File: config.mk
export PLATFORM = sky130hd
export DESIGN_NAME = sram_port_arb
export DESIGN_NICKNAME = d
export VERILOG_FILES = /design/src/rtl/sram_port_arb_pkg.sv /design/src/rtl/sram_port_arb_owner_fifo.sv /design/src/rtl/sram_port_arb.sv
export SDC_FILE = /design/constraint.sdc
export NUM_CORES = 1
export LEC_CHECK = 0
export CORE_AREA = 8 8 105 107
export DETAILED_ROUTE_END_ITERATION = 16
export DIE_AREA = 0 0 113 115
export PLACE_DENSITY = 0.73
export SLEW_MARGIN = 0
export SYNTH_ARGS = -nofsm -noshare
export SYNTH_HDL_FRONTEND = slang
export SYNTH_SLANG_ARGS = --single-unit
File: constraint.sdc
create_clock -name clk -period 3.5 [get_ports clk]
set_input_delay 0.7 -clock clk [delete_from_list [all_inputs] [get_ports clk]]
set_output_delay 0.7 -clock clk [all_outputs]
set_load 0.02 [all_outputs]
File: src/rtl/sram_port_arb_pkg.sv
// Shared owner codes, queue depth and transfer-size encodings for the SRAM port arbiter.
package sram_port_arb_pkg;
  localparam logic OWN_INST = 1'b0;
  localparam logic OWN_DATA = 1'b1;

  localparam int         ARB_DEPTH = 2;
  localparam logic [1:0] ARB_FULL  = 2'(ARB_DEPTH);

  localparam logic [1:0] SIZE_BYTE = 2'd0;
  localparam logic [1:0] SIZE_HALF = 2'd1;
  localparam logic [1:0] SIZE_WORD = 2'd2;

  typedef enum logic {
    ARB_FREE,
    ARB_LOCKED
  } arb_state_t;
endpackage

File: src/rtl/sram_port_arb_owner_fifo.sv
// Two-entry in-order queue of request owners, one bit per outstanding transaction.
module owner_fifo
  import sram_port_arb_pkg::*;
(
  input  logic       clk,
  input  logic       resetn,
  input  logic       push,
  input  logic       pop,
  input  logic       din,
  output logic       dout,
  output logic [1:0] count
);

  logic [ARB_DEPTH-1:0] entry;
  logic                 wr_ptr;
  logic                 rd_ptr;
  logic                 push_ok;
  logic                 pop_ok;

  assign push_ok = push & (count != ARB_FULL);
  assign pop_ok  = pop & (count != 2'd0);

  always_ff @(posedge clk or negedge resetn) begin
    if (!resetn) begin
      wr_ptr <= 1'b0;
      rd_ptr <= 1'b0;
      count  <= 2'd0;
    end else begin
      if (push_ok) wr_ptr <= ~wr_ptr;
      if (pop_ok)  rd_ptr <= ~rd_ptr;
      case ({push_ok, pop_ok})
        2'b10:   count <= count + 2'd1;
        2'b01:   count <= count - 2'd1;
        default: count <= count;
      endcase
    end
  end

  // Owner bits are payload only; pointers and count carry all the state.
  always_ff @(posedge clk) begin
    if (push_ok) entry[wr_ptr] <= din;
  end

  assign dout = entry[rd_ptr];

endmodule

File: src/rtl/sram_port_arb.sv
// Merges fetch and load/store request ports onto one SRAM-like port, up to two outstanding.
module sram_port_arb
  import sram_port_arb_pkg::*;
(
  input  logic        clk,
  input  logic        resetn,
  input  logic        inst_req,
  input  logic [1:0]  inst_size,
  input  logic [31:0] inst_addr,
  output logic        inst_addr_ok,
  output logic        inst_data_ok,
  output logic [31:0] inst_rdata,
  input  logic        data_req,
  input  logic        data_wr,
  input  logic [1:0]  data_size,
  input  logic [3:0]  data_wstrb,
  input  logic [31:0] data_addr,
  input  logic [31:0] data_wdata,
  output logic        data_addr_ok,
  output logic        data_data_ok,
  output logic [31:0] data_rdata,
  output logic        mem_req,
  output logic        mem_wr,
  output logic [1:0]  mem_size,
  output logic [3:0]  mem_wstrb,
  output logic [31:0] mem_addr,
  output logic [31:0] mem_wdata,
  input  logic        mem_addr_ok,
  input  logic        mem_data_ok,
  input  logic [31:0] mem_rdata
);

  arb_state_t state;
  arb_state_t state_nxt;
  logic       lock_own;
  logic       lock_own_nxt;
  logic       grant;
  logic       head;
  logic [1:0] count;
  logic       push;
  logic       pop;

  // A pending unaccepted request pins the grant so mem_* stays stable until accepted.
  assign grant   = (state == ARB_LOCKED) ? lock_own : (data_req ? OWN_DATA : OWN_INST);
  assign mem_req = resetn & (inst_req | data_req) & (count != ARB_FULL);
  assign push    = mem_req & mem_addr_ok;
  assign pop     = resetn & mem_data_ok & (count != 2'd0);

  always_ff @(posedge clk or negedge resetn) begin
    if (!resetn) begin
      state    <= ARB_FREE;
      lock_own <= OWN_INST;
    end else begin
      state    <= state_nxt;
      lock_own <= lock_own_nxt;
    end
  end

  always_comb begin
    state_nxt    = state;
    lock_own_nxt = lock_own;
    case (state)
      ARB_FREE: begin
        if (mem_req && !mem_addr_ok) begin
          state_nxt    = ARB_LOCKED;
          lock_own_nxt = grant;
        end
      end
      ARB_LOCKED: begin
        if (!mem_req || mem_addr_ok) state_nxt = ARB_FREE;
      end
      default: state_nxt = ARB_FREE;
    endcase
  end

  always_comb begin
    mem_wr    = 1'b0;
    mem_size  = inst_size;
    mem_wstrb = 4'b0000;
    mem_addr  = inst_addr;
    mem_wdata = 32'h0;
    if (grant == OWN_DATA) begin
      mem_wr    = data_wr;
      mem_size  = data_size;
      mem_wstrb = data_wstrb;
      mem_addr  = data_addr;
      mem_wdata = data_wdata;
    end
  end

  assign inst_addr_ok = push & (grant == OWN_INST);
  assign data_addr_ok = push & (grant == OWN_DATA);
  assign inst_data_ok = pop & (head == OWN_INST);
  assign data_data_ok = pop & (head == OWN_DATA);
  assign inst_rdata   = mem_rdata;
  assign data_rdata   = mem_rdata;

  owner_fifo u_owner_fifo (
    .clk    (clk),
    .resetn (resetn),
    .push   (push),
    .pop    (pop),
    .din    (grant),
    .dout   (head),
    .count  (count)
  );

endmodule

==> results_dict.tcl <==
set metrics [dict create \
    status "completed" \
    end_kind "output port" \
    cts_buffer_depth 2 \
    path_cells "clkdlybuf4s50_1 > mux2i_4 > buf_4 > mux2_4 > clkdlybuf4s50_1" \
    routedWlPerCell_um 17.2 \
    synth_area_um2 1560 \
    dp_slack_ns 0.182 \
    max_slew_margin_pct 76.5 \
    busiest_layer "met2" \
    synth_fp_nets 320 \
    yosys.area.top_type "buf_4" \
    reg2reg_slack_ns 1.71 \
    required_ns 2.80 \
    crit_type "primary input to output port" \
    ios 283 \
    p_per_area_nw_per_um2 337 \
    rr_worst_depth 5 \
    clock.fmax_mhz 304 \
    grt_max_degree 43 \
    final_hold_viol_count 0 \
    cts.sinks 8 \
    hold_path_end "u_owner_fifo.count[1]" \
    fin_hold_ws_ns 0.494 \
    worst_path_largest_cell_delay_ns 0.54 \
    dieWidth_um 113 \
    reg2reg_to "u_owner_fifo.count[1]" \
    ys_warn_count 0 \
    nets 442 \
    coreArea_um2 9460 \
    drv_slew 0 \
    first_iter_violations 35 \
    grt-ovfl-total 0 \
    drive_above_1_share_pct 14.5 \
    startpoint "data_req" \
    post-route-drc-count 0 \
    final_area_um2 3100 \
    place_area_um2 3050 \
    skew_ns 0.00739 \
    ys_seq_elements 8 \
    wl_um 7090 \
    syn_inst 176 \
    crit_buf_inv 3 \
    postCtsSetupBuffers 0 \
    first_pass_iters 4 \
    insertion_delay_ns 0.23 \
    yosys-top-cells-area "buf_4 (31%), mux2_2 (24%), nor2b_1 (15%)" \
    viasPerCell 3.91 \
    place_congestion 0.859 \
    cpMostUsedCell "clkdlybuf4s50_1" \
    synthDistinctLibCells 24 \
    die_h_um 115 \
    rsz0062_at_grt "false" \
    cts_hold_buffers 0 \
    p_total_mw 1.04 \
    dr_total_vias 1609 \
    cts_root_buffer "clkbuf_8" \
    arrival_ns 2.59 \
    seq_area_um2 210 \
    grt_first_pass_wirelength_um 10500 \
    leakage_nw 1.15 \
    grt_util_met2_pct 18.3 \
    tightest_slew_ns 0.351 \
    floorplan.initialDensity_pct 16.5 \
    syn_to_final_growth_pct 98.6 \
    cts.reportedPaths.clkPinSlew_ns 0.04 \
    grt_use_met1_pct 9.97 \
    hold_path.class "flip-flop to flip-flop" \
    grt_use_met3_pct 4.99 \
    crit_family "buffers and inverters" \
    min_period_ns 3.29 \
    hold_path_depth 1 \
    ant_nets 0 \
    tritoncts "done" \
    r2r_start "u_owner_fifo.count[1]" \
    start_kind "primary input" \
    place_hpwl_um 6220 \
    period_share_pct 94.0 \
    syn_avg_cell_area_um2 8.87 \
    post_cts_resized 0 \
    antenna_found_initial 0 \
    rows 36 \
    path_max_fanout 31 \
    setup-tns-final_ns 0 \
    worstHoldStart "u_owner_fifo.count[1]" \
    setup_viol 0 \
    grt_pass1_vias 1872 \
    fin_ws_ns 0.211 \
    track_usage_pct 10.2 \
    cts_htree_levels 1 \
    crit_slowest_cell "clkdlybuf4s50_1" \
    cts_buffers 3 \
    portBuffers 186 \
    n_antenna_cell 0 \
    num-fill-cells 979 \
    synth_top_area_share_pct 30.8 \
    seq_area_frac_synth_pct 13.5 \
    die_area_um2 13000 \
    cap_violations 0 \
    multi_input_area_um2 798 \
    vdd_drop_max_v 0.000118 \
]
[Yosys cell counts]
cell	count
inv_1	2
clkbuf_8	3
and2b_1	2
edfxtp_1	2
nor2_1	6
nor2b_1	37
o211ai_1	1
ha_1	1
o21ai_1	1
nor4_1	1
mux2i_1	1
buf_4	64
xor2_1	1
clkbuf_2	1
mux2_2	33
clkbuf_1	2
or3b_1	1
dfrtp_1	6
mux2_4	2
nor3_1	1
buf_2	2
and3_1	1
xnor2_1	4
mux2i_4	1
[cells in the final DEF, fill, tap and decap left out, types with 2 or more instances in the layout]
cell	count
and2b_1	2
buf_4	3
clkbuf_8	3
clkdlybuf4s50_1	185
dfrtp_1	6
edfxtp_1	2
inv_1	2
mux2_2	33
mux2_4	2
nor2_1	6
nor2b_1	37
xnor2_1	4
[layout make-up]
cell class | instances | area share [%]
inverters | 2 | 0.242
multi-input cells | 94 | 25.8
clock buffers | 4 | 1.45
well taps | 114 | 4.60
repair buffers | 189 | 61.1
flip-flops and latches | 8 | 6.79
[cell families after synthesis]
logic type / count (synthesis) / synth area share (%)
buf+inv: 74 / 35.4
simple gates: 49 / 18.9
fa+ha+maj: 1 / 0.802
xor+xnor: 5 / 2.81
mux: 37 / 27.8
compound gates: 2 / 0.802
flops: 8 / 13.5
[worst max path at each step]
stage                     slack, ns  depth (start not counted)            to
after floorplan                1.21                          3   mem_addr[0]
after global placement         0.22                          5  mem_addr[30]
after detailed placement       0.18                          5  mem_addr[30]
after CTS                      0.18                          5  mem_addr[30]
after global routing           0.08                          6  inst_addr_ok
final                          0.21                          5  mem_addr[30]
[layer usage]
layer	part of all wire, %	up-vias
li1	-	746
met1	35	683
met2	48	145
met3	14	35
met4	3.2	0
met5	0	-
[power by group]
group | total [mW] | switching (mW) | internal (mW)
Clock | 0.116 | 0.0372 | 0.0790
Combinational | 0.761 | 0.331 | 0.430
Sequential | 0.165 | 0.0331 | 0.132
Total | 1.04 | 0.401 | 0.642
[stage by stage]
stage / utilization, % / cells
2_1_floorplan: - / 176
3_3_place_gp: 32.3 / 407
3_5_place_dp: 32.3 / 407
4_1_cts: 32.8 / 411
5_1_grt: 32.8 / 411
6_report: 32.8 / 411
[state kept, by name (all words and copies together), names as in the netlist]
| signal | count |
|---|---|
| lock_own | 1 |
| state | 1 |
| u_owner_fifo.count | 2 |
| u_owner_fifo.entry | 2 |
| u_owner_fifo.rd_ptr | 1 |
| u_owner_fifo.wr_ptr | 1 |
Note: power is estimated with default switching activity, not from simulation.
